==> src/rtl/gascon_permutation_iter.sv <==
// Iterative GASCON permutation engine: accepts a 320-bit state, applies a
// programmable run of rounds UNROLL per clock, and holds the result until
// downstream takes it.
//
// state | meaning
// IDLE  | waiting for a request, in_ready high
// RUN   | applying rounds, busy high
// HOLD  | result valid on cout, waiting for out_ready
module gascon_permutation_iter #(
   parameter int CWORDS64 = 5,
   parameter int ROUND_W  = 4,
   parameter int UNROLL   = 1,
   localparam int CWIDTH  = 64 * CWORDS64
) (
   input  logic                clk,
   input  logic                reset,
   input  logic                in_valid,
   output logic                in_ready,
   input  logic [CWIDTH-1:0]   c,
   input  logic [ROUND_W-1:0]  first_round,
   input  logic [ROUND_W:0]    num_rounds,
   output logic                out_valid,
   input  logic                out_ready,
   output logic [CWIDTH-1:0]   cout,
   output logic                busy
);

   typedef enum logic [1:0] {S_IDLE, S_RUN, S_HOLD} state_t;

   // Only the 5-word state and the listed unroll factors are supported.
   if (CWORDS64 != 5) begin : g_bad_cwords
      $error("gascon_permutation_iter: CWORDS64 must be 5");
   end
   if (UNROLL != 1 && UNROLL != 2 && UNROLL != 4) begin : g_bad_unroll
      $error("gascon_permutation_iter: UNROLL must be 1, 2 or 4");
   end

   state_t              r_state;
   logic                r_in_ready;
   logic                r_out_valid;
   logic                r_busy;
   logic [CWIDTH-1:0]   r_cout;
   logic [CWIDTH-1:0]   r_work;
   logic [ROUND_W-1:0]  r_rnd;
   logic [ROUND_W:0]    r_rem;

   logic [CWIDTH-1:0]   w_stage [UNROLL+1];
   logic [ROUND_W:0]    w_k;

   function automatic logic [63:0] f_rotr(input logic [63:0] v, input int n);
      return (v >> n) | (v << (64 - n));
   endfunction

   // One full round: round constant into x2, bitsliced sbox, linear layer.
   function automatic logic [CWIDTH-1:0] f_round(input logic [CWIDTH-1:0] s,
                                                 input logic [3:0]        r);
      logic [63:0]       x [5];
      logic [63:0]       t [5];
      logic [CWIDTH-1:0] res;
      for (int i = 0; i < 5; i++) x[i] = s[64*i +: 64];
      x[2] = x[2] ^ {56'h0, 4'hF - r, r};
      x[0] = x[0] ^ x[4];
      x[4] = x[4] ^ x[3];
      x[2] = x[2] ^ x[1];
      for (int i = 0; i < 5; i++) t[i] = ~x[i] & x[(i + 1) % 5];
      for (int i = 0; i < 5; i++) x[i] = x[i] ^ t[(i + 1) % 5];
      x[1] = x[1] ^ x[0];
      x[0] = x[0] ^ x[4];
      x[3] = x[3] ^ x[2];
      x[2] = ~x[2];
      x[0] = x[0] ^ f_rotr(x[0], 19) ^ f_rotr(x[0], 28);
      x[1] = x[1] ^ f_rotr(x[1], 61) ^ f_rotr(x[1], 39);
      x[2] = x[2] ^ f_rotr(x[2], 1)  ^ f_rotr(x[2], 6);
      x[3] = x[3] ^ f_rotr(x[3], 10) ^ f_rotr(x[3], 17);
      x[4] = x[4] ^ f_rotr(x[4], 7)  ^ f_rotr(x[4], 41);
      res = '0;
      for (int i = 0; i < 5; i++) res[64*i +: 64] = x[i];
      return res;
   endfunction

   assign w_stage[0] = r_work;

   // Round chain; stage g is skipped once the remaining count is exhausted.
   for (genvar g = 0; g < UNROLL; g++) begin : g_round
      logic [ROUND_W-1:0] w_idx;
      logic [CWIDTH-1:0]  w_rnd_out;
      assign w_idx       = r_rnd + ROUND_W'(g);
      assign w_rnd_out   = f_round(w_stage[g], 4'(w_idx));
      assign w_stage[g+1] = (r_rem > (ROUND_W+1)'(g)) ? w_rnd_out : w_stage[g];
   end

   // Rounds consumed this RUN cycle.
   assign w_k = (r_rem > (ROUND_W+1)'(UNROLL)) ? (ROUND_W+1)'(UNROLL) : r_rem;

   // Control FSM with registered handshake outputs and datapath registers.
   always_ff @(posedge clk or posedge reset) begin
      if (reset) begin
         r_state     <= S_IDLE;
         r_in_ready  <= 1'b1;
         r_out_valid <= 1'b0;
         r_busy      <= 1'b0;
         r_cout      <= '0;
         r_work      <= '0;
         r_rnd       <= '0;
         r_rem       <= '0;
      end else begin
         case (r_state)
            S_IDLE: begin
               if (in_valid) begin
                  r_in_ready <= 1'b0;
                  r_work     <= c;
                  r_rnd      <= first_round;
                  r_rem      <= num_rounds;
                  if (num_rounds == '0) begin
                     r_cout      <= c;
                     r_out_valid <= 1'b1;
                     r_state     <= S_HOLD;
                  end else begin
                     r_busy  <= 1'b1;
                     r_state <= S_RUN;
                  end
               end
            end
            S_RUN: begin
               r_work <= w_stage[UNROLL];
               r_rnd  <= r_rnd + ROUND_W'(w_k);
               r_rem  <= r_rem - w_k;
               if (r_rem == w_k) begin
                  r_cout      <= w_stage[UNROLL];
                  r_busy      <= 1'b0;
                  r_out_valid <= 1'b1;
                  r_state     <= S_HOLD;
               end
            end
            S_HOLD: begin
               if (out_ready) begin
                  r_out_valid <= 1'b0;
                  r_in_ready  <= 1'b1;
                  r_state     <= S_IDLE;
               end
            end
            default: begin
               r_state     <= S_IDLE;
               r_in_ready  <= 1'b1;
               r_out_valid <= 1'b0;
               r_busy      <= 1'b0;
            end
         endcase
      end
   end

   assign in_ready  = r_in_ready;
   assign out_valid = r_out_valid;
   assign busy      = r_busy;
   assign cout      = r_cout;

endmodule

==> config.mk <==
export PLATFORM = sky130hd
export DESIGN_NAME = gascon_permutation_iter
export DESIGN_NICKNAME = d
export VERILOG_FILES = /design/src/rtl/gascon_permutation_iter.sv
export SDC_FILE = /design/constraint.sdc
export NUM_CORES = 2
export LEC_CHECK = 0
export BUFFER_PORTS_ARGS = -buffer_cell sky130_fd_sc_hd__buf_4
export CORE_ASPECT_RATIO = 1.25
export CORE_MARGIN = 3
export CORE_UTILIZATION = 40
export CTS_CLUSTER_SIZE = 10
export DETAILED_ROUTE_END_ITERATION = 8
export GPL_TIMING_DRIVEN = 0
export PLACE_DENSITY_LB_ADDON = 0.25
export SYNTH_ARGS = -nofsm -noshare
export SYNTH_HDL_FRONTEND = slang
export SYNTH_SLANG_ARGS = --single-unit
==> constraint.sdc <==
create_clock -name clk -period 22.8 [get_ports clk]
set_input_delay 3.42 -clock clk [delete_from_list [all_inputs] [get_ports clk]]
set_output_delay 3.42 -clock clk [all_outputs]
set_load 0.05 [all_outputs]
# [Word level (Yosys, flattened, before mapping)]
# Index checks and enable logic that the tools add are counted.
[totals] out_inout_bits=323 ff_bits=654 input_bits=333
[op_classes] add_sub_neg=3 n_eq_ne=8 magnitude_cmp=2 muxes=29 reduce_logical=9 bitwise=45
[op_table] operator="$mux W320" n=5
[op_table] operator="$xor A64 B64 Y64" n=21
[op_table] operator="$pmux W320 S2" n=2
[op_table] operator="$not A64 Y64" n=6
[op_table] operator="$and A64 B64 Y64" n=5
[op_table] operator="$or A23 B64 Y64" n=1
[op_table] operator="$or A25 B64 Y64" n=1
[op_table] operator="$or A3 B64 Y64" n=1
[op_table] operator="$or A36 B64 Y64" n=1
[op_table] operator="$or A45 B64 Y64" n=1
[op_table] operator="$or A47 B64 Y64" n=1
[op_table] operator="$or A54 B64 Y64" n=1
[op_table] operator="$or A57 B64 Y64" n=1
[op_table] operator="$or A58 B64 Y64" n=1
[op_table] operator="$or A63 B64 Y64" n=1
[op_table] operator="$xor A64 B8 Y64" n=1
[op_table] operator="$reduce_and A4 Y1" n=3
[op_table] operator="$gt A5 B1 Y1 const B" n=2
[op_table] operator="$mux W5" n=2
[op_table] operator="$ne A2 B2 Y1 const B" n=5
[op_table] operator="$pmux W5 S2" n=1
[op_table] operator="$mux W1" n=9
[op_table] operator="$pmux W1 S3" n=3
[op_table] operator="$mux W2" n=4
[op_table] operator="15 further kinds" n=17

# [Depth between registers and ports, before layout]
[logic_depth] word_depth=13 mapped_depth=12

# [Least setup slack after synthesis]
# No wires, ideal clock.
[synth_timing] kind="input-to-reg" from="input num_rounds[3]" to="register r_cout[134] (netlist: cout[134])" setup_time_ns=0.132 path_buffers=4 arrival_time_ns=4.968 slack_ns=17.700 stages=10 path_cell_list="nor4_2 and3_1 buf_4 nand2b_2 a21o_1 buf_2 buf_2 clkbuf_1 nand2_1 o21ai_1"
[synth_via] elab_chain_cells=3
[synth_lines] item="start, declared" line="21" source="input logic [ROUND_W:0] num_rounds,"
[synth_lines] item="$logic_not A5 Y1" line="114" source="if (num_rounds == '0) begin"
[synth_lines] item="$ne A2 B2 Y1 (no line)"
[synth_lines] item="$reduce_and A4 Y1 (no line)"
[synth_lines] item="end signal, assigned" line="129" source="r_cout <= w_stage[UNROLL];"
[synth_lines] item="end, declared" line="42" source="logic [CWIDTH-1:0] r_cout;"
# Every way passes these cells.
# A chain may end at the register's enable or synchronous reset.

# [Worst setup path after layout]
[layout_timing] from="input in_valid" to="register r_work[89]"
[layout_via] elab_chain_cells=2
[layout_lines] item="start, declared" line="17" source="input logic in_valid,"
[layout_lines] item="$ne A2 B2 Y1 (no line)"
[layout_lines] item="$reduce_and A2 Y1 (no line)"
[layout_lines] item="end signal, assigned" line="125" source="r_work <= w_stage[UNROLL];"
[layout_lines] item="end, declared" line="43" source="logic [CWIDTH-1:0] r_work;"
# Every way passes these cells.

==> impl_metrics.tcl <==
set metrics [dict create \
    drive_gt1_share_pct 17.1 \
    setup_violations 0 \
    antenna_found_initial 31 \
    period_needed_ns 6.59 \
    rr_worst_depth 9 \
    routabilityCongestion 1.06 \
    tightest_slew_ns 1.62 \
    die-area_um2 118000 \
    wl_um 273000 \
    whs_path_depth 2 \
    maxCapViolCount 12 \
    critPathRequiredTime_ns 23.40 \
    cts_tree "done" \
    rsz0062_at_grt "false" \
    crit_fanout 10 \
    cts-root-buf "clkbuf_16" \
    ys_types 54 \
    start_util_pct 40.6 \
    clock_latency_ns 0.71 \
    cts.sinks 654 \
    numPortBuffers 654 \
    grt_max_degree 115 \
    fp.dieH_um 384 \
    fin_skew_ns 0.0385 \
    syn_avg_cell_area_um2 9.37 \
    dp_hpwl_um 226000 \
    synth_edf_count 0 \
    cts_hold_buf 0 \
    max_freq_ghz 0.152 \
    crit_chain "clkbuf_1 -> nor2_1 -> nor2_1 -> clkbuf_1 -> clkbuf_1 -> clkbuf_1 -> o21ai_0 -> o22ai_1" \
    ys_ff_latch 654 \
    drc 0 \
    crit_buf_inv 4 \
    syn2layout_area_growth_pct 21.3 \
    clk_path_buf_depth 3 \
    path_clk_slew_ns 0.06 \
    core-area_um2 112000 \
    synth_area_leaders "dfrtp_1, xnor2_1, xnor3_1" \
    synth.top_cell.area_share_pct 35.8 \
    routedWlPerCell_um 38.2 \
    post_cts_buffers 0 \
    ys_async_sr_fraction_pct 100 \
    synthTopCellsByCount "nand2_1, dfrtp_1, xnor2_1" \
    end_kind "flop" \
    ant_nets 0 \
    utilization_pct 49.3 \
    numCtsBuffers 80 \
    grt_pass1_wl_um 363000 \
    setup_tns_ns 0 \
    worstSetupPathDepth 8 \
    maxSlewViolCount 40 \
    drt-initial-drc-count 5766 \
    critical-path-slowest-cell "clkbuf_1" \
    synth_top_area_cell "dfrtp_1" \
    h-tree-depth 3 \
    violations "max-capacitance violations, max-slew violations" \
    drtPass1Iterations 6 \
    post-route-period-util_pct 28.9 \
    grt_pass1_vias 42900 \
    hold_viol_final 0 \
    slew-limit-headroom_pct -8.91 \
    yosysMostFrequentCell "nand2_1" \
    dpl.cell_count 7002 \
    fin_cells 7150 \
    worst_ep_arrival_time_ns 7.19 \
    io_pins 656 \
    grt_use_total_pct 45.4 \
    n_fill_cell 10800 \
    crit_family "buffers and inverters" \
    status "complete, but fails checks" \
    netlist_area_um2 45600 \
    netlist_instances 4871 \
    setup.worst_path.class "input pin to flop" \
    overflow 0 \
    num_rows 137 \
    fp.dieW_um 308 \
    max_stage_delay_ns 1.15 \
    holdCritPathClass "flop to flop" \
    fin_nets 6091 \
    vias 44500 \
    cts_resized 0 \
    via_per_inst 6.22 \
    start_kind "input pin" \
    synth_warnings 0 \
    ys_dominant_reg_cell "dfrtp_1" \
    yosysSeqAreaShare_pct 35.9 \
    crit_path_frequent_cell "clkbuf_1" \
]
-- per-layer routing --
layer | wire length [um] | share of wire (%) | GRT usage (%) | vias to the layer above
li1 | - | - | - | 18500
met1 | 102000 | 37 | 55.3 | 22500
met2 | 122000 | 45 | 69.9 | 2787
met3 | 24200 | 8.8 | 9.28 | 681
met4 | 25000 | 9.2 | 36.1 | 8
met5 | 47 | 0.017 | 0 | -
-- worst paths after layout --
kind / start / slack, ns / to
setup / recovery: in_valid / 16.21 / r_work[89]
hold / removal: cout[130] / 0.48 / cout[130]
setup reg to reg: r_state[0] / 18.17 / r_work[89]
hold reg to reg: cout[130] / 0.48 / cout[130]
max in group asynchronous: reset / 17.92 / r_work[112]
min in group asynchronous: reset / 2.76 / cout[128]
-- cell usage in the layout (no fill, tap or decap), drive strengths merged, types with 3 or more instances in the layout --
cell type	n
a211oi	71
a21o	6
a21oi	317
a221o	40
a22oi	102
a31oi	20
buf	792
bufinv	3
clkbuf	292
clkinv	4
conb	3
dfrtp	653
diode	29
ha	132
inv	203
maj3	64
mux2i	11
nand2	699
nand3	3
nor2	324
nor3	4
o21a	30
o21ai	621
o221a	19
o221ai	64
o22a	11
o22ai	234
xnor2	613
xnor3	231
xor2	74
xor3	6
-- logic make-up (layout without fill, tap and decap cells) --
logic type | after synthesis | after routing | synth area share [%]
simple gates | 1039 | 1039 | 8.71
compound gates | 1538 | 1538 | 20.5
mux | 13 | 13 | 0.291
other cells | 2 | 32 | 0.0165
xor+xnor | 924 | 924 | 24.9
flops | 654 | 654 | 35.9
fa+ha+maj | 197 | 197 | 5.07
buf+inv | 504 | 1294 | 4.61
-- flip-flops by register name (all words and copies together) (netlist names) --
register,count
in_ready,1
r_rem,5
r_state,2
r_work,320
cout,320
out_valid,1
r_rnd,4
busy,1
-- worst reg2reg max path: stages, from the launching register on --
cell	delay, ns
dfrtp_1	0.34
buf_2	0.34
buf_2	0.38
nor2_1	0.09
nor2_1	0.27
clkbuf_1	1.15
clkbuf_1	0.94
clkbuf_1	0.47
o21ai_0	0.34
o22ai_1	0.20
-- through the flow --
stage,area (um^2),worst slack (ns),hold slack (ns)
after CTS,55300,16.43,0.487
final,55400,16.21,0.481
after detailed placement,52900,15.72,0.474
after floorplan,45600,1.06,0.497
after global routing,55300,16.30,0.505
after global placement,52400,-8.03,0.466
-- layout make-up --
| class | count | area (um^2) | area share [%] |
|---|---|---|---|
| clock buffer | 109 | 2220 | 4.01 |
| antenna | 29 | 72.6 | 0.131 |
| buffer | 304 | 1360 | 2.46 |
| multi-input combinational | 3714 | 27300 | 49.4 |
| tap | 1459 | 1830 | 3.30 |
| inverter | 200 | 761 | 1.37 |
| clock inverter | 10 | 148 | 0.267 |
| sequential | 654 | 16400 | 29.6 |
| timing repair buffer | 671 | 5280 | 9.53 |
Power is left out: the tool's default activity adds up to more than one toggle a clock period on the data nets, which glitch-free logic cannot reach.
